File: config.mk
export PLATFORM = sky130hd
export DESIGN_NAME = sipo_frame_reg
export DESIGN_NICKNAME = d
export VERILOG_FILES = /design/src/rtl/sipo_defs.sv /design/src/rtl/sipo_bit_counter.sv /design/src/rtl/sipo_frame_reg.sv
export SDC_FILE = /design/constraint.sdc
export NUM_CORES = 1
export LEC_CHECK = 0
export CORE_MARGIN = 5
export CORE_UTILIZATION = 45
export DETAILED_ROUTE_END_ITERATION = 8
export GPL_TIMING_DRIVEN = 0
export HOLD_SLACK_MARGIN = 0.02
export PLACE_DENSITY = 0.78
export SYNTH_ARGS = -nofsm -noshare
export SYNTH_HDL_FRONTEND = slang
export SYNTH_SLANG_ARGS = --single-unit
File: constraint.sdc
create_clock -name clk -period 1.5 [get_ports clk]
set_input_delay 0.225 -clock clk [delete_from_list [all_inputs] [get_ports clk]]
set_output_delay 0.225 -clock clk [all_outputs]
set_load 0.1 [all_outputs]
File: src/rtl/sipo_defs.sv
// Shared definitions for the serial-to-parallel frame register: default frame
// width and the bit-order encodings used by the LSB_FIRST parameter.
package sipo_defs;
  localparam int DEFAULT_WIDTH   = 8;
  localparam int ORDER_MSB_FIRST = 0;
  localparam int ORDER_LSB_FIRST = 1;
endpackage

File: src/rtl/sipo_bit_counter.sv
// Per-frame bit counter: counts accepted bits, wraps at WIDTH-1, flags the
// terminal count so the parent knows the current bit completes a frame.
module sipo_bit_counter
  import sipo_defs::*;
#(
  parameter int WIDTH = DEFAULT_WIDTH,
  parameter int CW    = $clog2(WIDTH)
) (
  input  logic          clk,
  input  logic          clear_n,
  input  logic          en,
  input  logic          sclr,
  output logic [CW-1:0] cnt,
  output logic          tc
);

  logic [CW-1:0] cnt_q, cnt_d;

  assign tc  = (cnt_q == CW'(WIDTH-1));
  assign cnt = cnt_q;

  always_comb begin
    cnt_d = cnt_q;
    if (sclr)    cnt_d = '0;
    else if (en) cnt_d = tc ? '0 : cnt_q + CW'(1);
  end

  always_ff @(posedge clk or negedge clear_n) begin
    if (!clear_n) cnt_q <= '0;
    else          cnt_q <= cnt_d;
  end

endmodule

File: src/rtl/sipo_frame_reg.sv
// Serial-in parallel-out frame register with valid/ready handoff, sticky
// overrun flag and synchronous restart.
module sipo_frame_reg
  import sipo_defs::*;
#(
  parameter int WIDTH     = DEFAULT_WIDTH,
  parameter int LSB_FIRST = ORDER_MSB_FIRST
) (
  input  logic                     clk,
  input  logic                     clear_n,
  input  logic                     si,
  input  logic                     si_valid,
  input  logic                     sync_clr,
  input  logic                     po_ready,
  output logic [WIDTH-1:0]         po,
  output logic                     po_valid,
  output logic                     overrun,
  output logic [$clog2(WIDTH)-1:0] bit_cnt
);

  localparam int CW = $clog2(WIDTH);

  logic [WIDTH-1:0] sr_q, sr_d, po_q, po_d, sh_val;
  logic             pv_q, pv_d, ovr_q, ovr_d;
  logic             tc, done;

  if (LSB_FIRST == ORDER_LSB_FIRST) begin : g_lsb
    assign sh_val = {si, sr_q[WIDTH-1:1]};
  end else begin : g_msb
    assign sh_val = {sr_q[WIDTH-2:0], si};
  end

  // sync_clr dominates, so the counter is only advanced on a real accept
  sipo_bit_counter #(.WIDTH(WIDTH), .CW(CW)) u_cnt (
    .clk     (clk),
    .clear_n (clear_n),
    .en      (si_valid),
    .sclr    (sync_clr),
    .cnt     (bit_cnt),
    .tc      (tc)
  );

  assign done = si_valid && !sync_clr && tc;

  always_comb begin
    sr_d  = sr_q;
    po_d  = po_q;
    pv_d  = pv_q;
    ovr_d = ovr_q;
    if (sync_clr) begin
      sr_d  = '0;
      po_d  = '0;
      pv_d  = 1'b0;
      ovr_d = 1'b0;
    end else begin
      if (si_valid) sr_d = sh_val;
      if (done) begin
        po_d = sh_val;
        pv_d = 1'b1;
        // a completion with the old word still unconsumed loses that word
        if (pv_q && !po_ready) ovr_d = 1'b1;
      end else if (pv_q && po_ready) begin
        pv_d = 1'b0;
      end
    end
  end

  always_ff @(posedge clk or negedge clear_n) begin
    if (!clear_n) begin
      sr_q  <= '0;
      po_q  <= '0;
      pv_q  <= 1'b0;
      ovr_q <= 1'b0;
    end else begin
      sr_q  <= sr_d;
      po_q  <= po_d;
      pv_q  <= pv_d;
      ovr_q <= ovr_d;
    end
  end

  assign po       = po_q;
  assign po_valid = pv_q;
  assign overrun  = ovr_q;

endmodule
==> flow_summary.toml <==
[synthesis]
ys_ff_latch = 20
synthDistinctLibCells = 16
yosysSeqAreaShare_pct = 54.3
synth_nets = 88
yosysWarnings = 0
postSynthAreaPerCell_um2 = 11.5
synth_area_um2 = 921
syn_inst = 80

[timing]
finalSetupViolCount = 0
fmax_ghz = 0.691
rsz0062_at_grt = "false"
clock_skew_ns = 0.00903
hold_violations = 0
hold_slack_ns = 0.321
finalCriticalPeriod_ns = 1.45
slew-limit-headroom_pct = 41.9
slew_viol_final = 0
tightest_slew_ns = 0.868
fin_crit_sh_pct = 96.5

[place]
numPortBuffers = 17
dpl_cell_area_mm2 = 0.00116
gp_congestion = 0.747

[final_layout]
layout.nets = 110
final_cell_mix = "dfrtp_1, mux2i_1, nor2_1, buf_2, a21oi_1"
final_core_util_pct = 60.3
final_common_cell = "dfrtp_1"
stdcell_area_mm2 = 0.00118
drive_above_1_share_pct = 37.6
syn2layout_area_growth_pct = 28.4
register_area_um2 = 509
multi_input_area_um2 = 393
antenna_cells = 0
nFillCells = 173

[drt]
via_per_inst = 5.15
wl_mm = 1.80
routedWlPerCell_um = 14.1
dr.pass1.iters = 4
antenna_left = 0
drc_errors = 0
vias = 659
drtIter0Drc = 19

[clock_tree]
hold_buffers = 0
clk_latency_ns = 0.31
cts-root-buf = "clkbuf_4"
htreeDepth = 1
cts_tree = "built"
clkTransAtPathRegs_ns = 0.12
cts_max_path_buffers = 2
cts.sinks = 20
cts_buffers = 3

[critical_path]
critPathMaxStageDelay_ns = 0.55
critPathTopFamily = "buffers and inverters"
end_kind = "primary output"
cp_cell_sequence = "clkdlybuf4s15_2"
arrival_ns = 1.22
worst-path-buf-inv = 1
path_max_fanout = 2
startpoint_type = "flip-flop"
required_ns = 1.27
crit_slowest_cell = "clkdlybuf4s15_2"
worstSetupPathType = "reg -> out"

[status]
status = "complete, no violations"

[global_route]
grt_pass1_vias = 723
antenna_found_initial = 0
grt_overflow = 0
grt_usage_pct = 13.5
grt_max_degree = 21
grt_pass1_wl_mm = 3.33

[floorplanning]
fp.dieH_um = 55.2
fp.dieW_um = 55.2
start_util_pct = 46.9
ioPinCount = 19
die-area_mm2 = 0.00305
core_area_mm2 = 0.00196
rows = 16

[pwr]
powerDensity_mw_per_mm2 = 940
p_leak_nw = 0.545
max-vdd-ir-drop_mv = 0.820
total_power_w = 0.00111

[job]
drv_cap = 0

[min_path]
hold_class = "in -> reg"
==> registers in the layout, summed over array words and instances, names as in the netlist <==
register   cells
u_cnt.cnt      3
po             8
po_valid       1
sr_q           7
overrun        1
==> metrics by stage <==
stage,setup WS [ns],setup TNS (ns),std cells
final,0.0518,0,128
after global routing,0.00333,0,128
after CTS,-0.0401,-0.0401,128
after detailed placement,-0.286,-2.68,124
after global placement,-0.281,-2.54,124
after floorplan,-0.154,-0.375,80
==> what timing repair did <==
item,CTS,global route
endpoints found under the setup margin,14,8
setup buffers,0,1
pin swaps,0,2
gates resized for setup,45,9
==> cells in the mapped netlist, drive strengths merged <==
cell / count / area [um^2]
dfrtp: 20 / 500
a21oi: 11 / 62.6
mux2i: 9 / 90.1
nor2: 9 / 33.8
a21bo: 8 / 80.1
nand3: 8 / 40.0
buf: 5 / 43.8
clkbuf: 2 / 7.51
ha: 2 / 25.0
nand2b: 2 / 12.5
inv: 1 / 3.75
nand2: 1 / 3.75
nand4b: 1 / 8.76
or3b: 1 / 8.76
==> power by group <==
group	switching (W)	internal (W)	total, W
registers	0.00000771	0.000549	0.000556
logic	0.0000767	0.0000388	0.000116
clock network	0.000168	0.000270	0.000439
==> final timing paths <==
kind | startpoint | endpoint | slack, ns | cells after the start
setup reg to reg | u_cnt.cnt[0] | u_cnt.cnt[0] | 0.06 | 4
min in group asynchronous | clear_n | u_cnt.cnt[0] | 0.40 | 1
setup / recovery | po[4] | po[4] | 0.05 | 1
max in group asynchronous | clear_n | u_cnt.cnt[1] | 0.47 | 1
hold reg to reg | overrun | overrun | 0.53 | 2
hold / removal | sync_clr | sr_q[0] | 0.32 | 2
==> kinds of logic after synthesis <==
group / after synthesis / share of synthesized area (%)
buf+inv: 8 / 5.98
simple gates: 22 / 11.7
mux: 9 / 9.78
flops: 20 / 54.3
compound gates: 19 / 15.5
fa+ha+maj: 2 / 2.72
==> layer usage <==
| layer | track usage, % | part of all wire [%] | vias to the layer above |
|---|---|---|---|
| met3 | 2.56 | 4.0 | 4 |
| met1 | 16.1 | 45 | 318 |
| met2 | 22.3 | 48 | 18 |
| met5 | 0 | 0 | - |
| li1 | - | - | 319 |
| met4 | 8.33 | 2.6 | 0 |
==> layout make-up <==
| type | instances | share of cell area [%] |
|---|---|---|
| clock inverter | 1 | 2.54 |
| tap | 27 | 2.86 |
| sequential | 20 | 43.1 |
| buffer | 6 | 3.39 |
| clock buffer | 3 | 1.90 |
| timing repair buffer | 18 | 12.7 |
| inverter | 1 | 0.317 |
| multi-input combinational | 52 | 33.2 |
No activity file was read; power rests on OpenSTA's default activity.
==> RTL change 1 (config.mk and constraints unchanged) <==
Set the package constant `DEFAULT_WIDTH` to 16 (it was 8).
--- a/src/rtl/sipo_defs.sv
+++ b/src/rtl/sipo_defs.sv
@@ -1,7 +1,7 @@
 // Shared definitions for the serial-to-parallel frame register: default frame
 // width and the bit-order encodings used by the LSB_FIRST parameter.
 package sipo_defs;
-  localparam int DEFAULT_WIDTH   = 8;
+  localparam int DEFAULT_WIDTH   = 16;
   localparam int ORDER_MSB_FIRST = 0;
   localparam int ORDER_LSB_FIRST = 1;
 endpackage
Ports: changed (resized bit_cnt and po); port bits go from 19 to 28. The function was not compared with the original's and may differ.
==> RTL change 1 against the original RTL <==
Clock skew decreased by 0.0043 ns. Sequential cell count increased by 17. Global-route usage increased by 1.6 points. Design area increased by 58%. Setup slack improved by 0.026 ns. Non-clock buffer count increased by 12. Wire length increased by 67%. Area after synthesis increased by 65%. Combinational power increased by 26%. Power increased by 69%. Synthesized cell count increased by 80%.
==> RTL change 1: results <==
{
  "outcome": "complete, no violations",
  "place_congestion": 0.7807,
  "synthTopCellsByCount": "dfrtp_1 (37), nand2_1 (34), a21oi_1 (19), nor2_1 (19), mux2i_1 (16)",
  "tightest_slew_ns": 0.8110,
  "grt_usage_pct": 15.11,
  "timing.rr.end": "po[10]",
  "hold_start": "sync_clr",
  "grt_util_met3_pct": 5.747,
  "cp-endpoint": "bit_cnt[3]",
  "grt.met2_usage_pct": 24.31,
  "async_flop_share_pct": 100.0,
  "antenna_found_initial": 0,
  "synthesis.nets": 151,
  "finClkSkew_ns": 0.004762,
  "ys_seq_area_share_pct": 60.86,
  "worstPathArrival_ns": 1.20,
  "dr.pass1.iters": 5,
  "synth_area_leaders": "dfrtp_1 (61%), mux2i_1 (11%), nand2_1 (8.4%)",
  "finalWirelength_um": 3003,
  "met3RoutedLength_um": 143,
  "nets": 185,
  "met1_length_um": 1379,
  "hold-worst-slack_ns": 0.2801,
  "cp_max_fo": 5,
  "cpPeakStageDelay_ns": 0.44,
  "use_met1_pct": 18.24,
  "synth_cell_types": 19,
  "drive_gt1_share_pct": 24.02,
  "holdPathEnd": "po[7]",
  "worstSkewPairLatency_ns": 0.34,
  "clk_pin_slew_ns": 0.10,
  "cp_slowest_cell": "buf_2",
  "cts_made_buffers": 5,
  "grt_start_max_net_pins": 38,
  "largest_register_ffs": 16,
  "avgViaCountPerCell": 4.858,
  "dr.first_iter.drc_count": 45,
  "p_clk_share_pct": 37.8,
  "power.internal_mw": 1.450,
  "grt_pass1_wl_um": 5099,
  "r2r_setup_slack_ns": 0.11,
  "p_leak_nw": 0.9153,
  "grt_pass1_vias": 1129,
  "htreeDepth": 2,
  "peakVddDrop_v": 0.0005524,
  "route.met2.wl_um": 1430,
  "seq_power_share_pct": 54.4,
  "reg2regPathDepth": 6,
  "powerClk_mw": 0.711,
  "port_buffers": 26,
  "startpoint": "u_cnt.cnt[3]"
}
==> RTL change 1: cell types whose count changed in the layout (fill, tap and decap cells not counted), moves of 5 or more <==
cell	before	now
mux2i_1	9	16
a21oi_1	9	19
buf_2	9	20
a21bo_2	8	0
nand3_1	8	0
nor2_1	9	19
clkdlybuf4s15_2	6	0
clkbuf_4	3	8
dfrtp_1	17	33
nand2_1	1	34
==> RTL change 1: kinds of logic after synthesis <==
kind of cell / Yosys count / synth area share, %
buf+inv: 9 / 3.700
compound gates: 21 / 7.236
xor+xnor: 2 / 1.152
fa+ha+maj: 1 / 0.8222
simple gates: 58 / 15.71
flops: 37 / 60.86
mux: 16 / 10.53
==> RTL change 1: what timing repair did <==
item / in CTS / in global routing
gates cloned: 0 / 0
endpoints found under the setup margin: 22 / 18
setup buffers: 0 / 0
pin swaps: 0 / 0
hold buffers: 1 / 0
hold endpoints to repair: 37 / 0
gates resized for setup: 93 / 20
==> RTL change 1: layout make-up <==
class                           instances  area, um2
Sequential cell                        37      935.9
Fill cell                             319       1439
Multi-Input combinational cell         98      560.5
Clock inverter                          1      30.03
Timing Repair Buffer                   27      162.7
Clock buffer                            7      55.05
Tap cell                               46      57.56
Buffer                                  9      70.07
==> RTL change 1: through the flow <==
step / utilization [%] / TNS [ns] / std cells / worst slack, ns / instance area [um2]
after floorplan: - / 0 / 144 / 0.01758 / 1567
after global placement: 56.92 / -25.78 / 216 / -0.7447 / 1884
after detailed placement: 56.76 / -6.370 / 216 / -0.3081 / 1879
after CTS: 58.65 / 0 / 225 / 0.0006344 / 1942
after global routing: 56.54 / 0 / 225 / 0.02954 / 1872
final: 56.54 / 0 / 225 / 0.07753 / 1872
